### src/rtl/dp_ctrl_pkg.sv
// Shared definitions for the datapath command sequencer: ALU opcodes, cmd word
// layout and controller state encoding.
package dp_ctrl_pkg;

  localparam int unsigned DataW    = 32;
  localparam int unsigned OpW      = 4;
  localparam int unsigned RegAddrW = 5;
  localparam int unsigned ShamtW   = 5;

  localparam logic [OpW-1:0] OpAdd = 4'd0;
  localparam logic [OpW-1:0] OpSub = 4'd1;
  localparam logic [OpW-1:0] OpAnd = 4'd2;
  localparam logic [OpW-1:0] OpOr  = 4'd3;
  localparam logic [OpW-1:0] OpXor = 4'd4;
  localparam logic [OpW-1:0] OpSll = 4'd5;
  localparam logic [OpW-1:0] OpSra = 4'd6;
  localparam logic [OpW-1:0] OpSrl = 4'd7;
  localparam logic [OpW-1:0] OpLt  = 4'd8;
  localparam logic [OpW-1:0] OpMax = OpLt;

  localparam int unsigned CmdLiBit    = 31;
  localparam int unsigned CmdOpLsb    = 27;
  localparam int unsigned CmdRdLsb    = 22;
  localparam int unsigned CmdRsLsb    = 17;
  localparam int unsigned CmdRtLsb    = 12;
  localparam int unsigned CmdShamtLsb = 7;

  typedef enum logic [1:0] {
    StIdle = 2'd0,
    StExec = 2'd1,
    StWb   = 2'd2
  } state_e;

  // Only the adder/subtractor ops can be suppressed by an overflow.
  function automatic logic op_is_addsub(logic [OpW-1:0] op);
    return (op == OpAdd) || (op == OpSub);
  endfunction

endpackage

### src/rtl/dp_seq_ctrl_if.sv
// Command/response handshake between an instruction source and dp_seq_ctrl.
interface dp_seq_ctrl_if;
  import dp_ctrl_pkg::*;

  logic             cmd_valid;
  logic             cmd_ready;
  logic [DataW-1:0] cmd;
  logic [DataW-1:0] cmd_imm;
  logic             rsp_valid;
  logic             rsp_ovf;
  logic             rsp_err;

  modport master (
    output cmd_valid, cmd, cmd_imm,
    input  cmd_ready, rsp_valid, rsp_ovf, rsp_err
  );

  modport slave (
    input  cmd_valid, cmd, cmd_imm,
    output cmd_ready, rsp_valid, rsp_ovf, rsp_err
  );

endinterface

### src/rtl/dp_cmd_decode.sv
// Combinational field extractor for the 32-bit sequencer command word.
module dp_cmd_decode
  import dp_ctrl_pkg::*;
(
  input  logic [DataW-1:0]    cmd,
  output logic                li,
  output logic [OpW-1:0]      op,
  output logic [RegAddrW-1:0] rd,
  output logic [RegAddrW-1:0] rs,
  output logic [RegAddrW-1:0] rt,
  output logic [ShamtW-1:0]   shamt,
  output logic                illegal
);

  assign li      = cmd[CmdLiBit];
  assign op      = cmd[CmdOpLsb +: OpW];
  assign rd      = cmd[CmdRdLsb +: RegAddrW];
  assign rs      = cmd[CmdRsLsb +: RegAddrW];
  assign rt      = cmd[CmdRtLsb +: RegAddrW];
  assign shamt   = cmd[CmdShamtLsb +: ShamtW];
  // Load-immediate ignores the opcode field, so it can never be illegal.
  assign illegal = !li && (op > OpMax);

  logic unused_reserved;
  assign unused_reserved = ^cmd[CmdShamtLsb-1:0];

endmodule

### src/rtl/dp_seq_ctrl.sv
// Three-state command sequencer (IDLE -> EXEC -> WB) driving the register file,
// ALU and write-back mux, with a per-command response and overflow counter.
module dp_seq_ctrl
  import dp_ctrl_pkg::*;
#(
  parameter int unsigned CNT_W = 8
) (
  input  logic                clk,
  input  logic                rst,
  dp_seq_ctrl_if.slave        bus,
  output logic [RegAddrW-1:0] rd_addr1,
  output logic [RegAddrW-1:0] rd_addr2,
  output logic [RegAddrW-1:0] wr_addr,
  output logic                wr_en,
  output logic                mux_sel,
  output logic [DataW-1:0]    imm_data,
  output logic [OpW-1:0]      alu_op,
  output logic [ShamtW-1:0]   alu_shft,
  input  logic                alu_overflow,
  output logic [CNT_W-1:0]    ovf_cnt
);

  state_e state_q, state_d;

  logic                dec_li;
  logic [OpW-1:0]      dec_op;
  logic [RegAddrW-1:0] dec_rd;
  logic [RegAddrW-1:0] dec_rs;
  logic [RegAddrW-1:0] dec_rt;
  logic [ShamtW-1:0]   dec_shamt;
  logic                dec_illegal;

  dp_cmd_decode u_decode (
    .cmd     (bus.cmd),
    .li      (dec_li),
    .op      (dec_op),
    .rd      (dec_rd),
    .rs      (dec_rs),
    .rt      (dec_rt),
    .shamt   (dec_shamt),
    .illegal (dec_illegal)
  );

  logic                li_q;
  logic                illegal_q;
  logic                mux_sel_q;
  logic [OpW-1:0]      op_q;
  logic [RegAddrW-1:0] rd_q;
  logic [RegAddrW-1:0] rs_q;
  logic [RegAddrW-1:0] rt_q;
  logic [ShamtW-1:0]   shamt_q;
  logic [DataW-1:0]    imm_q;
  logic                ovf_hit_q, ovf_hit_d;
  logic [CNT_W-1:0]    ovf_cnt_q, ovf_cnt_d;

  logic cmd_ready;
  logic accept;
  logic wr_en_int;
  logic rsp_valid;
  logic rsp_ovf;
  logic rsp_err;

  assign accept = cmd_ready && bus.cmd_valid;

  always_comb begin
    state_d   = state_q;
    ovf_hit_d = ovf_hit_q;
    ovf_cnt_d = ovf_cnt_q;
    cmd_ready = 1'b0;
    wr_en_int = 1'b0;
    rsp_valid = 1'b0;
    rsp_ovf   = 1'b0;
    rsp_err   = 1'b0;
    case (state_q)
      StIdle: begin
        cmd_ready = 1'b1;
        if (bus.cmd_valid) state_d = StExec;
      end
      StExec: begin
        // Written as an if so an unknown flag falls through as "no overflow".
        ovf_hit_d = 1'b0;
        if ((alu_overflow == 1'b1) && !li_q && op_is_addsub(op_q)) ovf_hit_d = 1'b1;
        state_d = StWb;
      end
      StWb: begin
        wr_en_int = !ovf_hit_q && !illegal_q;
        rsp_valid = 1'b1;
        rsp_ovf   = ovf_hit_q;
        rsp_err   = illegal_q;
        if (ovf_hit_q && (ovf_cnt_q != {CNT_W{1'b1}})) ovf_cnt_d = ovf_cnt_q + 1'b1;
        state_d = StIdle;
      end
      default: state_d = StIdle;
    endcase
  end

  always_ff @(posedge clk or posedge rst) begin
    if (rst) begin
      state_q   <= StIdle;
      ovf_hit_q <= 1'b0;
      ovf_cnt_q <= '0;
    end else begin
      state_q   <= state_d;
      ovf_hit_q <= ovf_hit_d;
      ovf_cnt_q <= ovf_cnt_d;
    end
  end

  // Command fields are captured once at acceptance and held through EXEC and WB.
  always_ff @(posedge clk or posedge rst) begin
    if (rst) begin
      li_q      <= 1'b0;
      illegal_q <= 1'b0;
      mux_sel_q <= 1'b0;
      op_q      <= '0;
      rd_q      <= '0;
      rs_q      <= '0;
      rt_q      <= '0;
      shamt_q   <= '0;
      imm_q     <= '0;
    end else if (accept) begin
      li_q      <= dec_li;
      illegal_q <= dec_illegal;
      mux_sel_q <= !dec_li;
      op_q      <= dec_op;
      rd_q      <= dec_rd;
      rs_q      <= dec_rs;
      rt_q      <= dec_rt;
      shamt_q   <= dec_shamt;
      imm_q     <= bus.cmd_imm;
    end
  end

  assign rd_addr1      = rs_q;
  assign rd_addr2      = rt_q;
  assign wr_addr       = rd_q;
  assign alu_op        = op_q;
  assign alu_shft      = shamt_q;
  assign mux_sel       = mux_sel_q;
  assign imm_data      = imm_q;
  assign wr_en         = wr_en_int;
  assign ovf_cnt       = ovf_cnt_q;
  assign bus.cmd_ready = cmd_ready;
  assign bus.rsp_valid = rsp_valid;
  assign bus.rsp_ovf   = rsp_ovf;
  assign bus.rsp_err   = rsp_err;

endmodule

### src/flat_wrapper.sv
// flat-port wrapper written by rule: the top's interface ports become plain ports
module dp_seq_ctrl_flat import dp_ctrl_pkg::*;
#(
  parameter int unsigned CNT_W = 8
)
  (clk, rst, rd_addr1, rd_addr2, wr_addr, wr_en, mux_sel, imm_data, alu_op, alu_shft, alu_overflow, ovf_cnt, bus_cmd_valid, bus_cmd, bus_cmd_imm, bus_cmd_ready, bus_rsp_valid, bus_rsp_ovf, bus_rsp_err);
  dp_seq_ctrl_if bus_i ();
  input  logic clk;
  input  logic rst;
  output logic [RegAddrW-1:0] rd_addr1;
  output logic [RegAddrW-1:0] rd_addr2;
  output logic [RegAddrW-1:0] wr_addr;
  output logic wr_en;
  output logic mux_sel;
  output logic [DataW-1:0] imm_data;
  output logic [OpW-1:0] alu_op;
  output logic [ShamtW-1:0] alu_shft;
  input  logic alu_overflow;
  output logic [CNT_W-1:0] ovf_cnt;
  input wire logic [$bits(bus_i.cmd_valid)-1:0] bus_cmd_valid;
  input wire logic [$bits(bus_i.cmd)-1:0] bus_cmd;
  input wire logic [$bits(bus_i.cmd_imm)-1:0] bus_cmd_imm;
  output wire logic [$bits(bus_i.cmd_ready)-1:0] bus_cmd_ready;
  output wire logic [$bits(bus_i.rsp_valid)-1:0] bus_rsp_valid;
  output wire logic [$bits(bus_i.rsp_ovf)-1:0] bus_rsp_ovf;
  output wire logic [$bits(bus_i.rsp_err)-1:0] bus_rsp_err;
  assign bus_i.cmd_valid = bus_cmd_valid;
  assign bus_i.cmd = bus_cmd;
  assign bus_i.cmd_imm = bus_cmd_imm;
  assign bus_cmd_ready = bus_i.cmd_ready;
  assign bus_rsp_valid = bus_i.rsp_valid;
  assign bus_rsp_ovf = bus_i.rsp_ovf;
  assign bus_rsp_err = bus_i.rsp_err;
  dp_seq_ctrl #(.CNT_W(CNT_W)) u_core (.clk(clk), .rst(rst), .bus(bus_i), .rd_addr1(rd_addr1), .rd_addr2(rd_addr2), .wr_addr(wr_addr), .wr_en(wr_en), .mux_sel(mux_sel), .imm_data(imm_data), .alu_op(alu_op), .alu_shft(alu_shft), .alu_overflow(alu_overflow), .ovf_cnt(ovf_cnt));
endmodule
### config.mk
export PLATFORM = sky130hd
export DESIGN_NAME = dp_seq_ctrl_flat
export DESIGN_NICKNAME = d
export VERILOG_FILES = /design/src/rtl/dp_ctrl_pkg.sv /design/src/rtl/dp_seq_ctrl_if.sv /design/src/rtl/dp_cmd_decode.sv /design/src/rtl/dp_seq_ctrl.sv /design/src/flat_wrapper.sv
export SDC_FILE = /design/constraint.sdc
export NUM_CORES = 1
export LEC_CHECK = 0
export CAP_MARGIN = 15
export CORE_AREA = 2 2 89 91
export CTS_CLUSTER_DIAMETER = 40
export CTS_CLUSTER_SIZE = 14
export DETAILED_ROUTE_END_ITERATION = 10
export DIE_AREA = 0 0 91 93
export GPL_ROUTABILITY_DRIVEN = 0
export PLACE_DENSITY = 0.84
export SLEW_MARGIN = 20
export SYNTH_ARGS = -nofsm -noshare
export SYNTH_HDL_FRONTEND = slang
export SYNTH_SLANG_ARGS = --single-unit
### constraint.sdc
create_clock -name clk -period 2.9 [get_ports clk]
set_clock_uncertainty 0.15 [all_clocks]
set_input_delay 0.29 -clock clk [delete_from_list [all_inputs] [get_ports clk]]
set_output_delay 0.29 -clock clk [all_outputs]
set_load 0.005 [all_outputs]
* Yosys cells after proc, flatten, opt, wreduce, memory -nomap -nowiden
Cells that the tools add are included.
** Operators by class
- Add/sub/neg operators :: 1
- $lt $le $gt $ge :: 1
- Reductions and logical operators :: 14
- Equal/unequal tests :: 5
- Muxes and demuxes :: 8
** Operator list (count)
- adder 8 x 1 -> 8 bit, second input constant :: 1
- inequality test 8 bit, second input constant :: 1
- logical AND 1 bit :: 6
- two-way mux 1 bit :: 6
- == test 4 x 1 -> 1 bit, second input constant :: 1
- greater-than comparator 4 bit, second input constant :: 1
- zero test 1 bit :: 4
- zero test 4 bit :: 1
- case mux 2 bit (2 select lines) :: 1
- == test 2 x 1 -> 1 bit, second input constant :: 1
- == test 2 bit, second input constant :: 1
- zero test 2 bit :: 1
- two-way mux 2 bit :: 1
- inequality test 2 bit, second input constant :: 1
- AND reduction 2 bit :: 1
- logical OR 1 bit :: 1
** Word-level totals
- Logic and storage cells :: 41
- Input bits :: 68
- Output and inout port bits :: 70
- Flip-flop bits (word level) :: 70

* Logic depth before layout (Yosys ltp)
- Depth in word-level cells :: 4
- Gate-level depth with buffers :: 5

* Hierarchy
From an unflattened synthesis, not the netlist that was laid out.
** Unflattened totals
- Cells, all modules :: 209
- Area, all modules :: 3210.6 um^2
** Modules (own cells, without submodules)
- dp_seq_ctrl :: seq. area each 1751.7 um^2, cells an instance 182, area an instance 3000.4 um^2, instances 1
- dp_cmd_decode :: seq. area each 0.0 um^2, cells an instance 27, area an instance 210.2 um^2, instances 1

* Least setup slack after synthesis
No wires, ideal clock.
- Path kind :: reg-to-reg
- Start point :: register u_core.ovf_cnt_q[0] (netlist: u_core.ovf_cnt[0])
- End point :: register u_core.ovf_cnt_q[1] (netlist: u_core.ovf_cnt[1])
- Setup slack :: 1347 ps
- Arrival time :: 1278 ps
- Path buffers :: 0
- Setup time :: 125 ps
- Stages on the path, launching flop included :: 5
- Data required time :: 2625 ps
- Cells stage by stage :: dfrtp_1 > ha_1 > nand3_1 > o21ai_1 > mux2_2
** On the way
- Cells in the longest elaborated chain, start to end :: 3
** Ends and longest elaborated chain
- start, declared :: line dp_seq_ctrl.sv:54 : logic [CNT_W-1:0] ovf_cnt_q, ovf_cnt_d;
- start signal, assigned :: line dp_seq_ctrl.sv:105 : ovf_cnt_q <= ovf_cnt_d;
- parallel branches: the longest is 3 deep, another holds adder 8 x 1 -> 8 bit
Parallel ways; which one is timed is not known.
A chain may end at the register's enable or synchronous reset.

* Worst setup path in the final report
- Start point :: register u_core.state_q[0]
- End point :: output port bus_rsp_err
** On the way
- Cells in the longest elaborated chain, start to end :: 2
** Ends and longest elaborated chain
- start, declared :: line dp_seq_ctrl.sv:23 : state_e state_q, state_d;
- start signal, assigned :: line dp_seq_ctrl.sv:99 : state_q <= StIdle;
- start signal, assigned :: line dp_seq_ctrl.sv:103 : state_q <= state_d;
- == test 2 bit :: line dp_seq_ctrl.sv:74 : case (state_q)
- two-way mux 1 bit :: line dp_seq_ctrl.sv:74
- end, declared :: line flat_wrapper.sv:26 : output wire logic [$bits(bus_i.rsp_err)-1:0] bus_rsp_err;
Every way passes these cells.

==> results.json <==
{
  "die_x_um": 91,
  "root_buffer": "clkbuf_8",
  "endpoint_kind": "output pin",
  "status": "finished, final reports clean",
  "layout_commonest_cell": "clkdlybuf4s50_1",
  "path_clk_slew_ns": 0.08,
  "numClockSinks": 70,
  "grt_antenna_before_repair": 0,
  "post-dp-hpwl_um": 4700,
  "max_stage_delay_ns": 0.49,
  "grt_pass1_vias": 2062,
  "wire_per_inst_um": 15.0,
  "ir_drop_v": 0.000291,
  "holdCritPathClass": "input pin to async pin",
  "synthCells": 184,
  "drv_cap": 0,
  "p_leak_nw": 2.04,
  "path_cells": "nand2b_1 -> inv_1 -> and2_1 -> clkdlybuf4s50_1",
  "critPathLaunchType": "register",
  "via_per_inst": 4.57,
  "post_cts_buffers": 0,
  "cts_hold_buf": 0,
  "cp_slowest_cell": "clkdlybuf4s50_1",
  "power_density_mw_per_mm2": 710,
  "pin_count": 138,
  "worst_slew_margin_rel": 0.593,
  "crit_type": "register to output pin",
  "dieArea_mm2": 0.00846,
  "drc": 0,
  "grt_usage": 0.160,
  "grt_overflow": 0,
  "clock_latency_ns": 0.32,
  "worstMarginPinSlew_ns": 0.609,
  "dr.pass1.iters": 4,
  "fp.dieH_um": 93,
  "io_buffer_count": 130,
  "final_core_util": 0.619,
  "setup_viol": 0,
  "p_total_mw": 3.31,
  "rows": 32,
  "ctsHtreeMaxLevel": 3,
  "slew_violations": 0,
  "cp.arrival_ns": 1.71,
  "layout_common_cells": "130 x clkdlybuf4s50_1, 70 x dfrtp_1, 58 x mux2_4",
  "worst-path-buf-inv": 2,
  "vias": 1957,
  "final_nets": 390,
  "drt_iter0_markers": 64,
  "ys_ff_latch": 70,
  "ant_nets": 0,
  "grt_max_degree": 43,
  "syn_avg_cell_area_um2": 16.8,
  "finalHoldViolations": 0,
  "cts_made_buffers": 9,
  "cts_tree": "built",
  "floorplan.initialDensity": 0.411,
  "routed_wl_um": 6410,
  "fin_setup_tns_ns": 0,
  "whs_ns": 0.220,
  "period_share": 0.742,
  "n_antenna_cell": 0,
  "fin_crit_ns": 2.15,
  "layout-drive-gt1-share": 0.267,
  "fmax_ghz": 0.465,
  "rsz0062_at_grt": "false",
  "path_max_fanout": 6,
  "clk_path_buf_depth": 2,
  "synth_area_mm2": 0.00309,
  "grt_pass1_wl_um": 10700,
  "yosysSeqAreaShare": 0.567,
  "synth_fp_nets": 253,
  "yosysWarnings": 0,
  "synth.distinct_cells": 32,
  "coreArea_mm2": 0.00753,
  "syn_to_final_growth_pct": 50.9,
  "cp_top_family": "buffers and inverters",
  "cp.required_ns": 2.46,
  "cts_resized": 0
}
[logic make-up (layout without fill, tap and decap cells)]
logic type	count (synthesis)	count (layout)	share of synthesized area
buffers and inverters	14	156	0.0542
AND/OR/NAND/NOR	25	25	0.0486
adder cells (fa/ha/maj)	1	1	0.00405
flip-flops	70	70	0.567
AO/OA/AOI/OAI	8	8	0.0178
multiplexers	64	64	0.303
XOR/XNOR	2	2	0.00567
[area by class of cell]
cell class | instances | area [um2]
fillers | 597 | 2870
flip-flops and latches | 70 | 1750
repair buffers | 134 | 1360
multi-input cells | 100 | 1170
clock buffers | 11 | 151
well taps | 102 | 128
clock inverters | 5 | 81.3
inverters | 6 | 22.5
[metrics by stage]
stage          instances  area (um2)  setup slack, ns
2_1_floorplan        184        3090            0.692
3_3_place_gp         412        4430            0.876
3_5_place_dp         412        4430            0.862
4_1_cts              428        4660            0.710
5_1_grt              428        4660            0.670
6_report             428        4660            0.749
[worst reg2reg max path, delay by kind of cell, from the launching register on]
family	cells	cell delay, ns
muxes	1	0.32
and+or+nand+nor	2	0.52
DFF	1	0.41
buffers and inverters	1	0.31
[report_power, final]
group          internal [mW]  total [mW]  switching, mW  leakage, nW
combinational          0.786        1.07          0.284         1.09
sequential              1.21        1.36          0.152        0.838
clock                  0.531       0.881          0.350        0.116
[Yosys cell counts]
| cell | count | area [um2] |
|---|---|---|
| dfrtp_1 | 70 | 1750 |
| mux2_4 | 58 | 871 |
| buf_12 | 7 | 140 |
| inv_1 | 6 | 22.5 |
| mux2_2 | 4 | 45.0 |
| nor3_1 | 4 | 20.0 |
| nand2_1 | 3 | 11.3 |
| mux2i_1 | 2 | 20.0 |
| nand2b_1 | 2 | 12.5 |
| nand3_1 | 2 | 10.0 |
| nand4_1 | 2 | 12.5 |
| nor2_1 | 2 | 7.51 |
| o21ai_0 | 2 | 10.0 |
| xnor2_1 | 2 | 17.5 |
| a21oi_1 | 1 | 5.00 |
| and2_1 | 1 | 6.26 |
| and2_4 | 1 | 8.76 |
| and2b_2 | 1 | 8.76 |
| and3_1 | 1 | 6.26 |
| and3b_2 | 1 | 10.0 |
| and4_1 | 1 | 8.76 |
| buf_2 | 1 | 5.00 |
| ha_1 | 1 | 12.5 |
| nor2_2 | 1 | 6.26 |
| nor3b_1 | 1 | 7.51 |
| nor4_1 | 1 | 6.26 |
| o2111a_1 | 1 | 11.3 |
| o2111ai_1 | 1 | 8.76 |
| o211ai_1 | 1 | 7.51 |
| o21a_1 | 1 | 7.51 |
| o21ai_1 | 1 | 5.00 |
| or4_1 | 1 | 7.51 |
[path summary, 6_finish.rpt]
check	from	to	slack (ns)	cells past startpoint
worst min register to register	u_core.imm_data[22]	u_core.imm_data[22]	0.36	1
max in group asynchronous	rst	u_core.rd_addr1[1]	1.75	3
worst min-delay path	rst	u_core.imm_data[26]	0.22	2
worst max-delay path	u_core.state_q[0]	bus_rsp_err	0.75	4
worst max register to register	u_core.state_q[0]	u_core.imm_data[5]	1.07	4
min in group clk	u_core.imm_data[22]	u_core.imm_data[22]	0.36	1
[layer usage]
layer / share of wire / GRT usage / up-vias
li1: - / - / 919
met1: 0.44 / 0.213 / 951
met2: 0.50 / 0.257 / 83
met3: 0.055 / 0.0379 / 4
met4: 0.0050 / 0.0568 / 0
met5: 0 / 0 / -
[state kept, by name, summed over array words and instances, names as in the netlist]
register          count
u_core.alu_op         4
u_core.alu_shft       5
u_core.illegal_q      1
u_core.imm_data      32
u_core.li_q           1
u_core.mux_sel        1
u_core.ovf_cnt        8
u_core.ovf_hit_q      1
u_core.rd_addr1       5
u_core.rd_addr2       5
u_core.state_q        2
u_core.wr_addr        5
No activity file was read; power rests on OpenSTA's default activity.
